--- config.mk ---
export PLATFORM = sky130hd
export DESIGN_NAME = sync_fifo_ext_flat
export DESIGN_NICKNAME = d
export VERILOG_FILES = /design/src/rtl/sync_fifo_ext_if.sv /design/src/rtl/sync_fifo_ext.sv /design/src/flat_wrapper.sv
export SDC_FILE = /design/constraint.sdc
export NUM_CORES = 1
export LEC_CHECK = 0
export ABC_AREA = 0
export CAP_MARGIN = 20
export CORE_MARGIN = 4
export CORE_UTILIZATION = 40
export DETAILED_ROUTE_END_ITERATION = 8
export PLACE_DENSITY = 0.61
export SETUP_SLACK_MARGIN = 0.5
export SYNTH_ARGS = -nofsm -noshare
export SYNTH_HDL_FRONTEND = slang
export SYNTH_SLANG_ARGS = --single-unit
--- constraint.sdc ---
create_clock -name clk -period 12.31 [get_ports clk]
set_input_delay 1.231 -clock clk [delete_from_list [all_inputs] [get_ports clk]]
set_output_delay 1.231 -clock clk [all_outputs]
set_load 0.02 [all_outputs]
--- src/rtl/sync_fifo_ext_if.sv ---
// Handshake and status bundle between a FIFO user (master) and sync_fifo_ext (slave).
interface sync_fifo_ext_if #(
  parameter int unsigned FIFO_DWIDTH = 64,
  parameter int unsigned FIFO_DEPTH  = 16
);
  localparam int unsigned CntW = $clog2(FIFO_DEPTH) + 1;

  logic                   flush;
  logic                   clr_err;
  logic                   wr_en;
  logic [FIFO_DWIDTH-1:0] wdata;
  logic                   rd_en;
  logic [FIFO_DWIDTH-1:0] rdata;
  logic                   rvalid;
  logic [CntW-1:0]        numel;
  logic                   empty;
  logic                   full;
  logic                   almost_full;
  logic                   almost_empty;
  logic                   overflow;
  logic                   underflow;

  modport master (
    output flush, clr_err, wr_en, wdata, rd_en,
    input  rdata, rvalid, numel, empty, full, almost_full, almost_empty, overflow, underflow
  );

  modport slave (
    input  flush, clr_err, wr_en, wdata, rd_en,
    output rdata, rvalid, numel, empty, full, almost_full, almost_empty, overflow, underflow
  );
endinterface

--- src/rtl/sync_fifo_ext.sv ---
// Single-clock FIFO with optional first-word-fall-through read, programmable
// almost-full/almost-empty thresholds, synchronous flush and sticky error flags.
module sync_fifo_ext #(
  parameter int unsigned FIFO_DWIDTH   = 64,
  parameter int unsigned FIFO_DEPTH    = 16,
  parameter bit          FWFT          = 1'b0,
  parameter int unsigned AFULL_THRESH  = FIFO_DEPTH - 2,
  parameter int unsigned AEMPTY_THRESH = 2
) (
  input logic            clk,
  input logic            rst,
  sync_fifo_ext_if.slave bus
);
  localparam int unsigned PtrW = $clog2(FIFO_DEPTH);
  localparam int unsigned CntW = PtrW + 1;
  localparam logic [CntW-1:0] DepthCnt  = CntW'(FIFO_DEPTH);
  localparam logic [CntW-1:0] AFullCnt  = CntW'(AFULL_THRESH);
  localparam logic [CntW-1:0] AEmptyCnt = CntW'(AEMPTY_THRESH);

  logic [FIFO_DWIDTH-1:0] mem [FIFO_DEPTH];

  logic [PtrW-1:0] wr_ptr_q, wr_ptr_d;
  logic [PtrW-1:0] rd_ptr_q, rd_ptr_d;
  logic [CntW-1:0] numel_q, numel_d;
  logic            ovf_q, ovf_d;
  logic            udf_q, udf_d;

  logic is_empty, is_full, rd_acc, wr_acc;

  assign is_empty = (numel_q == '0);
  assign is_full  = (numel_q == DepthCnt);

  // A pop frees a slot in the same cycle, so a full FIFO can still take a push.
  assign rd_acc = bus.rd_en & ~is_empty;
  assign wr_acc = bus.wr_en & (~is_full | rd_acc);

  assign bus.numel        = numel_q;
  assign bus.empty        = is_empty;
  assign bus.full         = is_full;
  assign bus.almost_full  = (numel_q >= AFullCnt);
  assign bus.almost_empty = (numel_q <= AEmptyCnt);
  assign bus.overflow     = ovf_q;
  assign bus.underflow    = udf_q;

  // Next-state for pointers, count and sticky errors; flush ignores requests.
  always_comb begin
    wr_ptr_d = wr_ptr_q;
    rd_ptr_d = rd_ptr_q;
    numel_d  = numel_q;
    // A set in the same cycle overrides the clear below.
    ovf_d    = ovf_q & ~bus.clr_err;
    udf_d    = udf_q & ~bus.clr_err;
    if (bus.flush) begin
      wr_ptr_d = '0;
      rd_ptr_d = '0;
      numel_d  = '0;
    end else begin
      if (wr_acc) wr_ptr_d = wr_ptr_q + 1'b1;
      if (rd_acc) rd_ptr_d = rd_ptr_q + 1'b1;
      if (wr_acc && !rd_acc) begin
        numel_d = numel_q + 1'b1;
      end else if (!wr_acc && rd_acc) begin
        numel_d = numel_q - 1'b1;
      end
      if (bus.wr_en && !wr_acc) ovf_d = 1'b1;
      if (bus.rd_en && !rd_acc) udf_d = 1'b1;
    end
  end

  // Control state register with synchronous reset.
  always_ff @(posedge clk) begin
    if (rst) begin
      wr_ptr_q <= '0;
      rd_ptr_q <= '0;
      numel_q  <= '0;
      ovf_q    <= 1'b0;
      udf_q    <= 1'b0;
    end else begin
      wr_ptr_q <= wr_ptr_d;
      rd_ptr_q <= rd_ptr_d;
      numel_q  <= numel_d;
      ovf_q    <= ovf_d;
      udf_q    <= udf_d;
    end
  end

  // Storage write; the array itself is never reset.
  always_ff @(posedge clk) begin
    if (!rst && !bus.flush && wr_acc) begin
      mem[wr_ptr_q] <= bus.wdata;
    end
  end

  if (FWFT) begin : g_fwft
    // Head word is presented combinationally; zero while empty keeps the output quiet.
    assign bus.rdata  = is_empty ? '0 : mem[rd_ptr_q];
    assign bus.rvalid = ~is_empty;
  end else begin : g_std
    logic [FIFO_DWIDTH-1:0] rdata_q;
    logic                   rvalid_q;

    // Registered read: capture the head on an accepted pop, hold otherwise.
    always_ff @(posedge clk) begin
      if (rst) begin
        rdata_q  <= '0;
        rvalid_q <= 1'b0;
      end else if (bus.flush) begin
        rvalid_q <= 1'b0;
      end else begin
        rvalid_q <= rd_acc;
        if (rd_acc) rdata_q <= mem[rd_ptr_q];
      end
    end

    assign bus.rdata  = rdata_q;
    assign bus.rvalid = rvalid_q;
  end

endmodule

--- src/flat_wrapper.sv ---
// flat-port wrapper written by rule: the top's interface ports become plain ports
module sync_fifo_ext_flat 
#(
  parameter int unsigned FIFO_DWIDTH   = 64,
  parameter int unsigned FIFO_DEPTH    = 16,
  parameter bit          FWFT          = 1'b0,
  parameter int unsigned AFULL_THRESH  = FIFO_DEPTH - 2,
  parameter int unsigned AEMPTY_THRESH = 2
)
  (clk, rst, bus_flush, bus_clr_err, bus_wr_en, bus_wdata, bus_rd_en, bus_rdata, bus_rvalid, bus_numel, bus_empty, bus_full, bus_almost_full, bus_almost_empty, bus_overflow, bus_underflow);
  sync_fifo_ext_if #(.FIFO_DWIDTH(FIFO_DWIDTH), .FIFO_DEPTH(FIFO_DEPTH)) bus_i ();
  input logic clk;
  input logic rst;
  input wire logic [$bits(bus_i.flush)-1:0] bus_flush;
  input wire logic [$bits(bus_i.clr_err)-1:0] bus_clr_err;
  input wire logic [$bits(bus_i.wr_en)-1:0] bus_wr_en;
  input wire logic [$bits(bus_i.wdata)-1:0] bus_wdata;
  input wire logic [$bits(bus_i.rd_en)-1:0] bus_rd_en;
  output wire logic [$bits(bus_i.rdata)-1:0] bus_rdata;
  output wire logic [$bits(bus_i.rvalid)-1:0] bus_rvalid;
  output wire logic [$bits(bus_i.numel)-1:0] bus_numel;
  output wire logic [$bits(bus_i.empty)-1:0] bus_empty;
  output wire logic [$bits(bus_i.full)-1:0] bus_full;
  output wire logic [$bits(bus_i.almost_full)-1:0] bus_almost_full;
  output wire logic [$bits(bus_i.almost_empty)-1:0] bus_almost_empty;
  output wire logic [$bits(bus_i.overflow)-1:0] bus_overflow;
  output wire logic [$bits(bus_i.underflow)-1:0] bus_underflow;
  assign bus_i.flush = bus_flush;
  assign bus_i.clr_err = bus_clr_err;
  assign bus_i.wr_en = bus_wr_en;
  assign bus_i.wdata = bus_wdata;
  assign bus_i.rd_en = bus_rd_en;
  assign bus_rdata = bus_i.rdata;
  assign bus_rvalid = bus_i.rvalid;
  assign bus_numel = bus_i.numel;
  assign bus_empty = bus_i.empty;
  assign bus_full = bus_i.full;
  assign bus_almost_full = bus_i.almost_full;
  assign bus_almost_empty = bus_i.almost_empty;
  assign bus_overflow = bus_i.overflow;
  assign bus_underflow = bus_i.underflow;
  sync_fifo_ext #(.FIFO_DWIDTH(FIFO_DWIDTH), .FIFO_DEPTH(FIFO_DEPTH), .FWFT(FWFT), .AFULL_THRESH(AFULL_THRESH), .AEMPTY_THRESH(AEMPTY_THRESH)) u_core (.clk(clk), .rst(rst), .bus(bus_i));
endmodule
==> summary.txt, run 1 <==
Power and ir drop
  – Switching power: 1.69 mW
  – Peak VDD IR: 0.000120 V
  – Power per Cell Area: 163 nW/µm²
  – Switch share: 0.214
  – Clock share of power: 0.411
  – Leak: 14.8 nW
  – Comb power frac: 0.061
  – Power Internal: 6.22 mW
  – Sequential share of power: 0.528

STA
  – Relative slew slack: 0.276
  – RSZ-0062 raised after global routing: false
  – Setup ws final: 8020 ps
  – Worst-margin pin slew: 1080 ps
  – Final period utilization: 0.349
  – Max Transition Viols Final: 0
  – Endpoints failing setup: 0
  – Max Fclk: 233 MHz
  – Clk_skew: 31.5 ps
  – Setup TNS: 0 ps
  – Hold Fails Final Rpt: 0
  – Worst hold slack: 505 ps
  – Minimum clock period: 4290 ps

Clocking
  – Clock transition at path regs: 60 ps
  – CTS tree: done
  – CTS max path bufs: 3
  – Clock sink total: 1104
  – Cts hold-fix bufs: 0
  – Clock tree root buffer cell: clkbuf_16
  – Postcts setup bufs: 0
  – H-tree depth: 3
  – Clk_lat worst skew: 690 ps
  – CTS Buf Count: 108
  – Post-CTS sizing: 0

Logic synthesis
  – Synth Net Count: 2222
  – Synthesized flop and latch total: 1104
  – Post-synth top area cell: edfxtp_1
  – Post-synthesis async set-or-reset flop share: 0
  – Main flop type after synthesis: edfxtp_1
  – Post-synthesis average cell area: 19.6 µm²
  – Cell with the most instances after synthesis: edfxtp_1
  – YS warnings: 0
  – Post-synth top area share: 0.731
  – Top cells by count, synth: edfxtp_1 (1024), mux2i_1 (235), mux4_2 (149)
  – Yosys cell types: 51
  – Mapped cell area: 42000 µm²
  – Post-synth EDFFs: 1024
  – Synth area leaders: edfxtp_1 (73%), mux4_2 (8.0%), mux2i_1 (5.6%)
  – Mapped Cells: 2141
  – Sequential-to-total area share from yosys stat: 0.770

Route
  – Drt total wl: 95.1 mm
  – DR vias: 20800
  – DRT iter0 DRCs: 1745
  – Via density: 5.49
  – Detail Route Antenna Nets: 0
  – Initial DRT Pass Iterations: 5
  – DRC viols: 0
  – WL per Instance: 25.1 µm

Global route
  – First-pass GRT wire length: 141 mm
  – Initial antenna violation count: 7
  – GRT Residual Overflow: 0
  – Tot GR Track Use: 0.169
  – Vias in the first global route: 21400
  – Largest net degree at the start of global routing: 108

Place
  – Placer Congestion: 0.752
  – Placed standard-cell area: 45000 µm²
  – Pre-CTS WS: 7510 ps
  – Post-DP HPWL: 52.2 mm
  – Port bufs: 145

Layout
  – Share of cells above drive strength 1: 0.176
  – Register Area: 32400 µm²
  – Area of the multi-input gates: 9180 µm²
  – Syn-to-layout area delta: 15.7%
  – Layout Nets: 2386
  – Fill count: 8628
  – Design area: 48600 µm²

Critical path
  – Startpoint Class: register
  – Cell family with most CP delay: buffers and inverters
  – Worst endpoint required time: 12870 ps
  – CP arrival: 4850 ps
  – CP max-delay cell: dfxtp_4
  – Worst-path fanout max: 107
  – Crit Path Class: reg2reg
  – CP endpoint kind: register
  – Worst-path cell chain: buf_4 -> buf_12 -> nor2b_2 -> nand2_1 -> o22ai_1 -> a211oi_1 -> a21oi_1
  – Crit path largest cell delay: 890 ps
  – WP buf/inv: 2

Die
  – Starting density of the core: 0.404
  – Std cell rows: 118
  – Die height: 332 µm
  – DIE AREA: 110000 µm²
  – Core Region: 104000 µm²
  – Chip width: 332 µm
  – Ports: 146

Min path
  – Worst hold path class: reg2reg

Status
  – Outcome: completed

Run
  – Max cap viols: 0
flip-flops by register name, indices dropped and copies added (netlist names):
| register | flops |
|---|---|
| u_core.mem | 1024 |
| u_core.bus.rdata | 64 |
| u_core.bus.numel | 5 |
| u_core.rd_ptr_q | 4 |
| u_core.wr_ptr_q | 4 |
| u_core.bus.overflow | 1 |
| u_core.bus.rvalid | 1 |
| u_core.bus.underflow | 1 |
tightest hold or removal path, cell delays in order, from the launching register on:
cell and delay, ps:
dfxtp_1 330, a32oi_1 90, o31ai_1 50
layer usage:
metal,vias to the layer above,routed length [µm],track usage,part of all wire
li1,9104,-,-,-
met3,133,5910,0.0341,0.062
met4,2,2190,0.0480,0.023
met5,-,13,0,0.00014
met2,643,45500,0.270,0.48
met1,10900,41500,0.235,0.44
kinds of logic (layout without fill, tap and decap cells):
kind of cell | after synthesis | count (layout) | synth area share
compound gates | 286 | 286 | 0.0523
simple gates | 211 | 211 | 0.0213
xor+xnor | 8 | 8 | 0.00167
flops | 1104 | 1104 | 0.770
buf+inv | 137 | 394 | 0.0159
fa+ha+maj | 11 | 11 | 0.00345
mux | 384 | 384 | 0.136
other cells | 0 | 5 | 0
final cells by class:
cell class | instances | area share
diodes | 5 | 0.000257
well taps | 1380 | 0.0355
repair buffers | 178 | 0.0360
clock buffers | 145 | 0.0609
clock inverters | 58 | 0.0119
flip-flops and latches | 1104 | 0.666
multi-input cells | 900 | 0.189
inverters | 13 | 0.00105
final timing paths:
| path | startpoint | end | slack (ps) | cells past startpoint |
|---|---|---|---|---|
| worst max-delay path | u_core.rd_ptr_q[0] | u_core.bus.rdata[25] | 8020 | 7 |
| worst min-delay path | u_core.bus.rdata[35] | u_core.bus.rdata[35] | 500 | 2 |
| worst max register to register | u_core.rd_ptr_q[0] | u_core.bus.rdata[25] | 8020 | 7 |
| worst min register to register | u_core.bus.rdata[35] | u_core.bus.rdata[35] | 500 | 2 |
power by group through the flow:
stage          sequential (mW)  combinational [mW]  clock, mW
3_3_place_gp              4.26               0.470          0
3_5_place_dp              4.26               0.482          0
5_1_grt                   4.18               0.520       3.49
2_1_floorplan             4.26               0.265          0
4_1_cts                   4.18               0.484       3.33
6_report                  4.18               0.482       3.25
through the flow:
step	power [mW]	cells	utilization
CTS	7.99	3776	0.467
global placement	4.73	3573	0.433
floorplan	4.53	2141	-
global route	8.19	3778	0.468
finish	7.91	3783	0.468
detailed placement	4.74	3573	0.433
placed cells by master, fill, tap and decap left out, types with 17 or more instances in the layout:
cell type | synthesis | layout
edfxtp_1 | 1024 | 1024
mux2i_1 | 235 | 235
mux4_2 | 149 | 149
clkdlybuf4s50_1 | 0 | 145
clkbuf_16 | 0 | 109
nand2_1 | 101 | 101
dfxtp_1 | 80 | 76
o22ai_1 | 58 | 58
nor2_1 | 70 | 53
a22oi_1 | 46 | 46
o21ai_0 | 41 | 41
buf_4 | 11 | 30
clkbuf_1 | 43 | 26
clkinv_2 | 0 | 24
a21oi_1 | 22 | 22
a32oi_1 | 21 | 21
o31ai_1 | 21 | 21
o2111ai_2 | 19 | 19
o221ai_2 | 19 | 19
nor2_4 | 1 | 18
clkinv_1 | 1 | 17
No activity file was read; power rests on OpenSTA's default activity.
==> run 2, diff against run 1 <==
Settings changed: PLACE_DENSITY 0.61 to 0.63.
Clock period 12.31 ns to 3.6 ns, I/O delays scaled along.
==> summary.txt, run 2 (synthesis gave the netlist of run 1 again) <==
Status
  – Outcome: completed

Layout
  – Design area: 49300 µm² (+1.5%)
  – Layout Nets: 2416 (+1.3%)
  – Syn-to-layout area delta: 17.4%
  – Share of cells above drive strength 1: 0.193 (+0.0173)
  – Largest reg by FF count: u_core.mem
  – Commonest non-fill, non-tap cell in the layout: edfxtp_1
  – Core Util, Final: 0.475 (+0.00686)
  – Max reg flops: 1024 (unchanged)
  – Non-Filler Instances: 3808 (+0.66%)
  – Commonest cells after routing, fill and taps aside: edfxtp_1 (1024), mux2i_1 (235), mux4_2 (149)

Critical path
  – R2R Path End: u_core.bus.numel[4]
  – R2R Setup Slk: 600 ps (-7420 ps)
  – Cell family with most CP delay: simple AND/OR/NAND/NOR gates
  – Worst path most repeated cell: or4_4
  – Worst-path fanout max: 6 (-94%)
  – Crit path largest cell delay: 580 ps (-310 ps)
  – CP arrival: 3610 ps (-1240 ps)
  – R2r startpoint: u_core.bus.numel[0]
  – Startpoint Class: register
  – Worst path depth: 10 (+3)
  – CP endpoint kind: register
  – CP max-delay cell: or4_4
  – CP startpoint: u_core.bus.numel[0]
  – Cells on worst reg2reg path: 10 (+3)
  – Critical path capture point: u_core.bus.numel[4]
  – Worst-path cell chain: or4_4 -> o21ai_4 -> ha_2 -> inv_2 -> ha_1 -> nor2b_1 -> o21a_1 -> or4_4 -> a211oi_2 -> a31o_2
  – Crit Path Class: reg2reg
  – WP buf/inv: 1 (-1)
  – Worst endpoint required time: 4210 ps (-8660 ps)

Clocking
  – CTS tree: done
  – Clk_lat worst skew: 670 ps (-20 ps)
  – CTS max path bufs: 3 (unchanged)
  – Clock sink total: 1104 (unchanged)
  – H-tree depth: 3 (unchanged)
  – CTS Buf Count: 109 (+0.93%)
  – Clock transition at path regs: 60 ps (about the same)
  – Cts hold-fix bufs: 0 (unchanged)
  – Clock tree root buffer cell: clkbuf_16

Die
  – DIE AREA: 110000 µm² (unchanged)
  – Chip width: 332 µm (unchanged)
  – Die height: 332 µm (unchanged)
  – Starting density of the core: 0.404 (unchanged)
  – Ports: 146 (unchanged)
  – Core Region: 104000 µm² (unchanged)
  – Std cell rows: 118 (unchanged)

STA
  – Max Fclk: 333 MHz (+43%)
  – Hold Fails Final Rpt: 0 (unchanged)
  – Max Transition Viols Final: 0 (unchanged)
  – RSZ-0062 raised after global routing: true
  – Final period utilization: 0.833 (+0.485)
  – Relative slew slack: 0.355 (+0.0792)
  – Worst-margin pin slew: 968 ps (-116 ps)
  – Minimum clock period: 3000 ps (-1290 ps)
  – Endpoints failing setup: 0 (unchanged)
  – Setup TNS: 0 ps (unchanged)
  – Clk_skew: 21.4 ps (-10.1 ps)

Route
  – DRC viols: 0 (unchanged)
  – Initial DRT Pass Iterations: 5 (unchanged)
  – DRT iter0 DRCs: 1794 (+2.8%)
  – Drt total wl: 96.8 mm (+1.7%)
  – DR vias: 21100 (+1.6%)
  – Via density: 5.54 (+0.93%)
  – Detail Route Antenna Nets: 0 (unchanged)
  – WL per Instance: 25.4 µm (+1.1%)

Global route
  – GRT Residual Overflow: 0 (unchanged)
  – Largest net degree at the start of global routing: 96 (-11%)
  – Vias in the first global route: 22000 (+2.6%)
  – Initial antenna violation count: 4 (-3)
  – M1 GR Usage: 0.239 (+0.00331)
  – First-pass GRT wire length: 144 mm (+2.4%)
  – Most Crowded Layer GR: met2
  – Tot GR Track Use: 0.173 (+0.00420)
  – Met3 Track Usage GR: 0.0291 (-0.00502)
  – Met2 usage: 0.286 (+0.0162)

Place
  – Placed insts: 3601 (+0.78%)
  – Placer Congestion: 0.735 (-2.2%)
  – Port bufs: 145 (unchanged)
  – Placed standard-cell area: 45600 µm² (+1.3%)
  – Post-DP HPWL: 52.6 mm (+0.79%)

Power and ir drop
  – Power per Cell Area: 559 nW/µm² (+240%)
  – Leak: 15.1 nW (+2.1%)
  – Final Power: 27.6 mW (+250%)
  – Peak VDD IR: 0.000413 V (+240%)

Run
  – Max cap viols: 0 (unchanged)

Min path
  – Worst hold path class: in2reg
==> run 2: cell count changes in the layout (fill, tap and decap cells not counted), sizes merged <==
cell           delta
buf              +29
diode             -4
clkbuf            -2
inv               +1
clkinv            -9
clkdlybuf4s50     -1
bufinv            +5
dlymetal6s2s      +1
clkinvlp          +5
==> run 2: worst min-delay path, delay by kind of cell <==
family / cells / cell delay [ps]
and+or+nand+nor: 1 / 80
AOI/OAI and AO/OA: 1 / 70
buffers and inverters: 2 / 470
==> run 2: worst min-delay path by stage <==
stage                               from                    to  slack, ps  cells after the start
finish                       bus_clr_err   u_core.bus.overflow        340                      4
CTS                          bus_clr_err   u_core.bus.overflow        300                      4
floorplan                            rst   u_core.bus.overflow        430                      1
global route                 bus_clr_err   u_core.bus.overflow        350                      4
detailed placement  u_core.bus.underflow  u_core.bus.underflow        500                      2
global placement     u_core.bus.overflow   u_core.bus.overflow        480                      2
==> run 2: per-stage QoR <==
step	setup WS [ps]	hold WS, ps
3_5_place_dp	214	499
4_1_cts	483	302
3_3_place_gp	315	485
5_1_grt	474	350
2_1_floorplan	299	432
6_report	600	344
==> run 2: timing repair <==
action	in CTS	in global routing
buffers inserted	3	0
pin swaps	2	3
endpoints found under the setup margin	1	2
resized for setup	4	5
==> run 2: where the power goes <==
| group | switching [mW] | total (mW) | leakage [nW] | internal [mW] |
|---|---|---|---|---|
| Combinational | 0.976 | 1.71 | 3.38 | 0.734 |
| Clock | 4.69 | 11.6 | 1.82 | 6.89 |
| Sequential | 0.134 | 14.3 | 9.87 | 14.1 |
| Total | 5.80 | 27.6 | 15.1 | 21.8 |
==> run 2: final cells by class <==
cell class | count | area [µm²]
clock inverters | 60 | 694
diodes | 1 | 2.50
flip-flops and latches | 1104 | 32400
inverters | 13 | 51.3
clock buffers | 143 | 3010
fillers | 8572 | 54600
repair buffers | 207 | 2290
multi-input cells | 900 | 9200
well taps | 1380 | 1730
==> run 2: metal layers <==
metal  routed length [µm]  vias to the layer above
met5                   27                        -
li1                     -                     9160
met3                 5870                      141
met4                 1910                        4
met2                47400                      667
met1                41600                    11100
